### src/rtl/alu_pkg.sv
// Shared definitions for the ALU command sequencer: ALU select codes,
// FSM state encoding and the select-legality check.
package alu_pkg;

  localparam logic [2:0] SEL_AND = 3'b000;
  localparam logic [2:0] SEL_OR  = 3'b001;
  localparam logic [2:0] SEL_ADD = 3'b010;
  localparam logic [2:0] SEL_SUB = 3'b011;
  localparam logic [2:0] SEL_GT  = 3'b100;

  typedef enum logic [1:0] {
    ST_IDLE  = 2'd0,
    ST_READ  = 2'd1,
    ST_EXEC  = 2'd2,
    ST_WRITE = 2'd3
  } state_e;

  // Codes above SEL_GT (101-111) are reserved and retire with err.
  function automatic logic sel_legal(input logic [2:0] sel);
    return (sel <= SEL_GT);
  endfunction

endpackage

### src/rtl/alu_sequencer.sv
// Four-state controller that runs one register-to-register ALU command:
// read both operands, drive the ALU, then write the result back.
module alu_sequencer
  import alu_pkg::*;
#(
  parameter int DATA_W = 32,
  parameter int ADDR_W = 5
) (
  input  logic              clk,
  input  logic              reset,
  input  logic              cmd_valid,
  output logic              cmd_ready,
  input  logic [2:0]        cmd_sel,
  input  logic [ADDR_W-1:0] cmd_rs,
  input  logic [ADDR_W-1:0] cmd_rt,
  input  logic [ADDR_W-1:0] cmd_rd,
  output logic [ADDR_W-1:0] rf_raddr1,
  output logic [ADDR_W-1:0] rf_raddr2,
  input  logic [DATA_W-1:0] rf_rdata1,
  input  logic [DATA_W-1:0] rf_rdata2,
  output logic              rf_we,
  output logic [ADDR_W-1:0] rf_waddr,
  output logic [DATA_W-1:0] rf_wdata,
  output logic [DATA_W-1:0] alu_op1,
  output logic [DATA_W-1:0] alu_op2,
  output logic [2:0]        alu_sel,
  input  logic [DATA_W-1:0] alu_result,
  output logic              done,
  output logic              err,
  output logic [DATA_W-1:0] result
);

  state_e              state_q, state_d;
  logic [2:0]          sel_q;
  logic [ADDR_W-1:0]   rd_q;
  logic [ADDR_W-1:0]   raddr1_q, raddr2_q;
  logic [DATA_W-1:0]   op1_q, op2_q;
  logic [2:0]          alu_sel_q;
  logic [ADDR_W-1:0]   waddr_q;
  logic [DATA_W-1:0]   res_q;
  logic [DATA_W-1:0]   result_q;
  logic                we_q, done_q, err_q;
  logic                legal;

  assign legal = sel_legal(sel_q);

  always_comb begin
    // NOTE: default first so every path assigns state_d and no latch is inferred.
    state_d = state_q;
    unique case (state_q)
      ST_IDLE:  if (cmd_valid) state_d = ST_READ;
      ST_READ:  state_d = ST_EXEC;
      ST_EXEC:  state_d = ST_WRITE;
      ST_WRITE: state_d = ST_IDLE;
      default:  state_d = ST_IDLE;
    endcase
  end

  // NOTE: non-blocking assignments so every register samples pre-edge values together.
  always_ff @(posedge clk) begin
    if (reset) begin
      state_q   <= ST_IDLE;
      sel_q     <= '0;
      rd_q      <= '0;
      raddr1_q  <= '0;
      raddr2_q  <= '0;
      op1_q     <= '0;
      op2_q     <= '0;
      alu_sel_q <= '0;
      waddr_q   <= '0;
      res_q     <= '0;
      result_q  <= '0;
      we_q      <= 1'b0;
      done_q    <= 1'b0;
      err_q     <= 1'b0;
    end else begin
      state_q <= state_d;
      we_q    <= 1'b0;
      done_q  <= 1'b0;
      err_q   <= 1'b0;
      unique case (state_q)
        ST_IDLE: begin
          // Read addresses load here so they are already stable during READ.
          if (cmd_valid) begin
            sel_q    <= cmd_sel;
            rd_q     <= cmd_rd;
            raddr1_q <= cmd_rs;
            raddr2_q <= cmd_rt;
          end
        end
        ST_READ: begin
          op1_q     <= rf_rdata1;
          op2_q     <= rf_rdata2;
          alu_sel_q <= sel_q;
        end
        ST_EXEC: begin
          waddr_q  <= rd_q;
          res_q    <= alu_result;
          we_q     <= legal && (rd_q != '0);
          done_q   <= 1'b1;
          err_q    <= ~legal;
          result_q <= legal ? alu_result : '0;
        end
        default: ;
      endcase
    end
  end

  // Gated by reset so the handshake is closed while reset is held.
  assign cmd_ready = (state_q == ST_IDLE) && !reset;
  assign rf_raddr1 = raddr1_q;
  assign rf_raddr2 = raddr2_q;
  assign alu_op1   = op1_q;
  assign alu_op2   = op2_q;
  assign alu_sel   = alu_sel_q;
  assign rf_we     = we_q;
  assign rf_waddr  = waddr_q;
  assign rf_wdata  = res_q;
  assign done      = done_q;
  assign err       = err_q;
  assign result    = result_q;

endmodule

### config.mk
export PLATFORM = sky130hd
export DESIGN_NAME = alu_sequencer
export DESIGN_NICKNAME = d
export VERILOG_FILES = /design/src/rtl/alu_pkg.sv /design/src/rtl/alu_sequencer.sv
export SDC_FILE = /design/constraint.sdc
export NUM_CORES = 1
export LEC_CHECK = 0
export ABC_AREA = 0
export ABC_CLOCK_PERIOD_IN_PS = 2000
export BUFFER_PORTS_ARGS = -buffer_cell sky130_fd_sc_hd__buf_4
export CORE_ASPECT_RATIO = 1.4
export CORE_MARGIN = 2
export CORE_UTILIZATION = 45
export CTS_CLUSTER_SIZE = 10
export DETAILED_ROUTE_END_ITERATION = 7
export PLACE_DENSITY = 0.78
export REMOVE_ABC_BUFFERS = 1
export SETUP_SLACK_MARGIN = 0.02
export SYNTH_ARGS = -nofsm -noshare
export SYNTH_HDL_FRONTEND = slang
export SYNTH_SLANG_ARGS = --single-unit
### constraint.sdc
create_clock -name clk -period 2 [get_ports clk]
set_input_delay 0.5 -clock clk [delete_from_list [all_inputs] [get_ports clk]]
set_output_delay 0.5 -clock clk [all_outputs]
set_load 0.03 [all_outputs]
Yosys cells after proc, flatten, opt, wreduce, memory -nomap -nowiden
Cells that the tools add are included.
Operators by class
  order comparisons: 1
  mux-type cells: 4
  equality and inequality tests: 4
  reductions and logical operators: 7
  bitwise gates (word level): 2
Operators with widths (number)
  32-bit 2-to-1 mux: 1
  2-bit one-hot mux with 4 select lines: 1
  5-bit nonzero test: 1
  2-bit == test (second input constant): 2
  3-bit <= comparator (second input constant): 1
  2-bit by 1-bit == test with 1-bit output (second input constant): 1
  1-bit logical AND: 2
  2-bit logical NOT: 1
  2-bit 2-to-1 mux: 1
  2-bit != test (second input constant): 1
  1-bit inverter: 2
  2-bit AND reduction: 1
  2-bit OR reduction: 1
  1-bit logical NOT: 1
  1-bit 2-to-1 mux: 1
Word-level totals
  logic and storage cells: 32
  output and inout bits: 150
  input port bits: 117
  bits in registers: 159

Depth between registers and ports, before layout
  depth in word-level cells: 3
  mapped depth: 7
  depth with buffers taken out: 5

Worst setup path after synthesis
Ideal clock, no wire load.
  path type: in2out
  start point: in reset
  end point: out cmd_ready
  arrival: 1255 ps
  data required time: 1500 ps
  buffers on the path: 2
  cell stages on the path: 3
  slack: 245 ps
  path through: buf_4 -> buf_2 -> nor2b_1
On the way
  cells in the longest elaborated chain, start to end: 2
RTL lines
  start: declaration: RTL line alu_sequencer.sv:10  | input logic reset,
  1-bit logical NOT: RTL line alu_sequencer.sv:110  | assign cmd_ready = (state_q == ST_IDLE) && !reset;
  1-bit logical AND: RTL line alu_sequencer.sv:110
  end: declaration: RTL line alu_sequencer.sv:12  | output logic cmd_ready,
No other way between the ends.

Worst setup path in the final report
  start point: reg state_q[0]
  end point: out cmd_ready
On the way
  cells in the longest elaborated chain, start to end: 2
RTL lines
  start: declaration: RTL line alu_sequencer.sv:33  | state_e state_q, state_d;
  start signal: assignment: RTL line alu_sequencer.sv:77  | state_q <= state_d;
  2-bit logical NOT: RTL line alu_sequencer.sv:110
  1-bit logical AND: RTL line alu_sequencer.sv:110
No other way between the ends.

==> impl_summary.txt <==
----------------------------------------------------
[Run status]
  Outcome ... completed

[Global route]
  Initial antenna violation count ... 0
  Grt met2 use ... 36.63%
  Overall fraction of global-route tracks in use ... 21.37%
  Vias in the first global route ... 4,745
  Overflow left after global routing ... 0
  Met1 track demand over resource ... 23.08%
  Most Crowded Layer GR ... met2
  First-pass GRT wire length ... 22,760 um
  Largest net degree at the start of global routing ... 96
  Global routing usage on met3 ... 7.091%

[Final layout]
  Layout cell share with drive strength beyond 1 ... 39.72%
  ANT cells ... 0
  # nets final ... 888
  Most common cell after layout, fill and taps aside ... sky130_fd_sc_hd__buf_4
  Non-filler cells, final ... 925
  Layout-stage area growth over the synthesis result ... 48.27%
  Most frequent cells in the layout ... 269 x sky130_fd_sc_hd__buf_4, 158 x sky130_fd_sc_hd__dfxtp_1, 107 x sky130_fd_sc_hd__nor2_1

[Clocking]
  Number of gates given a new drive strength after cts ... 1
  Max Root-Sink Buffers ... 2
  Clock Pin Slew Worst Setup and Hold Paths ... 0.06 ns
  Number of sinks on the clock net ... 159
  Clock latency of the later-clocked register in the worst-skew pair ... 0.41 ns
  CTS Buf Count ... 17
  H-tree levels ... 4
  Root cell of the clock tree ... sky130_fd_sc_hd__clkbuf_16
  Hold_buf cts ... 0
  Setup Fix Bufs, Post-CTS ... 0
  TritonCTS clock tree ... built

[STA]
  Number of max-slew violations in the final report ... 0
  Worst setup skew after layout ... 0.01010 ns
  Final setup violating endpoints ... 0
  Transition time of the tightest slew-check pin ... 0.6552 ns
  Fmax ... 0.5257 GHz
  Final Hold Fails ... 0
  Max-Slew Margin vs Limit ... 56.32%
  Unrepaired setup endpoints after global routing ... no
  Fraction of the cycle the final worst path needs ... 95.11%
  Minimum period implied by the final worst setup slack ... 1.902 ns

[Synth]
  Synth async-reset ratio ... 0%
  Post-synthesis average cell area ... 10.75 um2
  Synth Register Bits ... 159
  Number of library cell types mapped by synthesis ... 22
  Count of flip-flops with a built-in enable after synthesis ... 0
  Number of synthesis warnings ... 0
  Mapped Area ... 5495 um2
  Fraction of the yosys area taken by sequential cells ... 57.92%
  Synth Instances ... 511
  Main flop type after synthesis ... sky130_fd_sc_hd__dfxtp_1

[Setup path]
  Worst-case reg-to-reg path depth ... 5
  Worst R2R Setup Slack ... 0.30 ns
  Critical path arrival ... 1.40 ns
  Category of the most critical setup path ... register to primary output
  Endpoint kind of the worst setup timing path ... primary output
  Startpoint type of the worst setup path ... register
  Data required time at the worst endpoint ... 1.50 ns
  Crit-path max FO ... 4
  Origin of the critical flop-to-flop path ... state_q[0]
  Endpoint of the worst-slack reg-to-reg timing path ... rf_wdata[27]

[Drt]
  Average wire length per cell after detail routing ... 15.43 um
  Detailed-route DRC error count ... 0
  Detailed Route WL ... 14,270 um
  Via count ... 4,604
  Detailed Route Iter0 Violations ... 101
  Antenna-violating nets left ... 0
  Routed via count divided by cell count ... 4.977
  Number of detailed-route iterations in the first pass ... 6

[Power and ir drop]
  Power density over the cells ... 1420 nW/um2
  Worst IR Drop VDD ... 766.4 uV
  Leak Pwr ... 0.003727 uW
  Overall power ... 11,570 uW

[Placement]
  Count of buffers inserted at the top-level ports ... 266
  Cell total after placement ... 895
  Detail Placement HPWL ... 10,410 um
  Global placement routability congestion ... 0.7750

[Die]
  Floorplan die width ... 97.40 um
  Core area ... 11,880 um2
  Initial Utilization ... 46.26%
  Area of the die ... 13,120 um2
  Floorplan row count ... 47
  Die Ht ... 134.8 um
  Boundary Pins ... 267

[Flow run]
  Max Cap Violations ... 0

[Min path]
  Hold_sp ... alu_result[25]
  Worst min-delay path endpoint ... result[25]
  Classification of the worst-slack hold path ... input pin to register
  Worst hold path stage count ... 2

----------------------------------------------------
==> routing by layer <==
metal / up-vias / share of wire, %
met5: - / 0
met4: 0 / 3.8
met3: 41 / 7.9
met2: 207 / 50
met1: 2128 / 38
li1: 2228 / -
==> per-stage QoR <==
step | hold WS, ns | area [um2] | utilization (%) | setup WS, ns | TNS [ns]
floorplan | 0.4374 | 5281 | - | -1.162 | -121.37
global placement | 0.4443 | 7582 | 63.83 | 0.3813 | 0
detailed placement | 0.4490 | 7582 | 63.83 | 0.3180 | 0
CTS | 0.2939 | 8145 | 68.57 | 0.04014 | 0
global route | 0.2971 | 8148 | 68.59 | 0.03455 | 0
finish | 0.3075 | 8148 | 68.59 | 0.09774 | 0
==> logic make-up after synthesis <==
group | share of synthesized area (%)
DFF | 57.92
and+or+nand+nor | 10.91
muxes | 19.13
AOI/OAI and AO/OA | 7.104
buffers and inverters | 4.030
adders and majority gates | 0.9108
==> worst max-delay path, stage by stage, from the launching register on <==
cell                      delay [ns]
sky130_fd_sc_hd__dfxtp_2        0.34
sky130_fd_sc_hd__inv_1          0.11
sky130_fd_sc_hd__ha_2           0.23
sky130_fd_sc_hd__nor2b_1        0.14
sky130_fd_sc_hd__buf_4          0.17
==> state kept, by name, summed over array words and instances (netlist names), 3 cells and up <==
register   count
rf_waddr       5
alu_op1       32
result        32
rf_raddr1      5
rd_q           5
rf_raddr2      5
alu_op2       32
sel_q          3
rf_wdata      32
alu_sel        3
==> power by group <==
part	switching [uW]	internal, uW
combinational	2520	1820
clock	1230	1850
sequential	354	3790
total	4100	7470
==> worst max-delay path by stage <==
stage / from / end / slack [ns]
global placement: state_q[0] / rf_wdata[31] / 0.38
detailed placement: state_q[0] / rf_wdata[2] / 0.32
floorplan: state_q[1] / alu_op1[0] / -1.16
finish: state_q[0] / cmd_ready / 0.1
CTS: state_q[1] / cmd_ready / 0.04
global route: state_q[0] / cmd_ready / 0.03
==> cell usage after synthesis, types with 2 or more instances <==
cell | number | area, um2
sky130_fd_sc_hd__buf_1 | 3 | 11.26
sky130_fd_sc_hd__buf_2 | 12 | 60.06
sky130_fd_sc_hd__nor2b_1 | 2 | 12.51
sky130_fd_sc_hd__clkbuf_1 | 8 | 30.03
sky130_fd_sc_hd__dfxtp_1 | 159 | 3183
sky130_fd_sc_hd__nand2_1 | 36 | 135.1
sky130_fd_sc_hd__a22o_1 | 32 | 280.3
sky130_fd_sc_hd__ha_1 | 4 | 50.05
sky130_fd_sc_hd__buf_4 | 9 | 67.56
sky130_fd_sc_hd__inv_1 | 2 | 7.510
sky130_fd_sc_hd__mux2i_1 | 105 | 1051
sky130_fd_sc_hd__and2_1 | 2 | 12.51
sky130_fd_sc_hd__buf_6 | 4 | 45.04
sky130_fd_sc_hd__nor2_1 | 108 | 405.4
sky130_fd_sc_hd__a21oi_1 | 18 | 90.09
==> layout make-up <==
| cell class | instances | area [um2] |
|---|---|---|
| multi-input combinational | 314 | 2111 |
| fill | 942 | 3731 |
| clock inverter | 10 | 115.1 |
| sequential | 159 | 3184 |
| inverter | 2 | 7.507 |
| clock buffer | 20 | 446.7 |
| timing repair buffer | 273 | 2100 |
| tap | 147 | 183.9 |
Power figures use the tool's default switching activity.
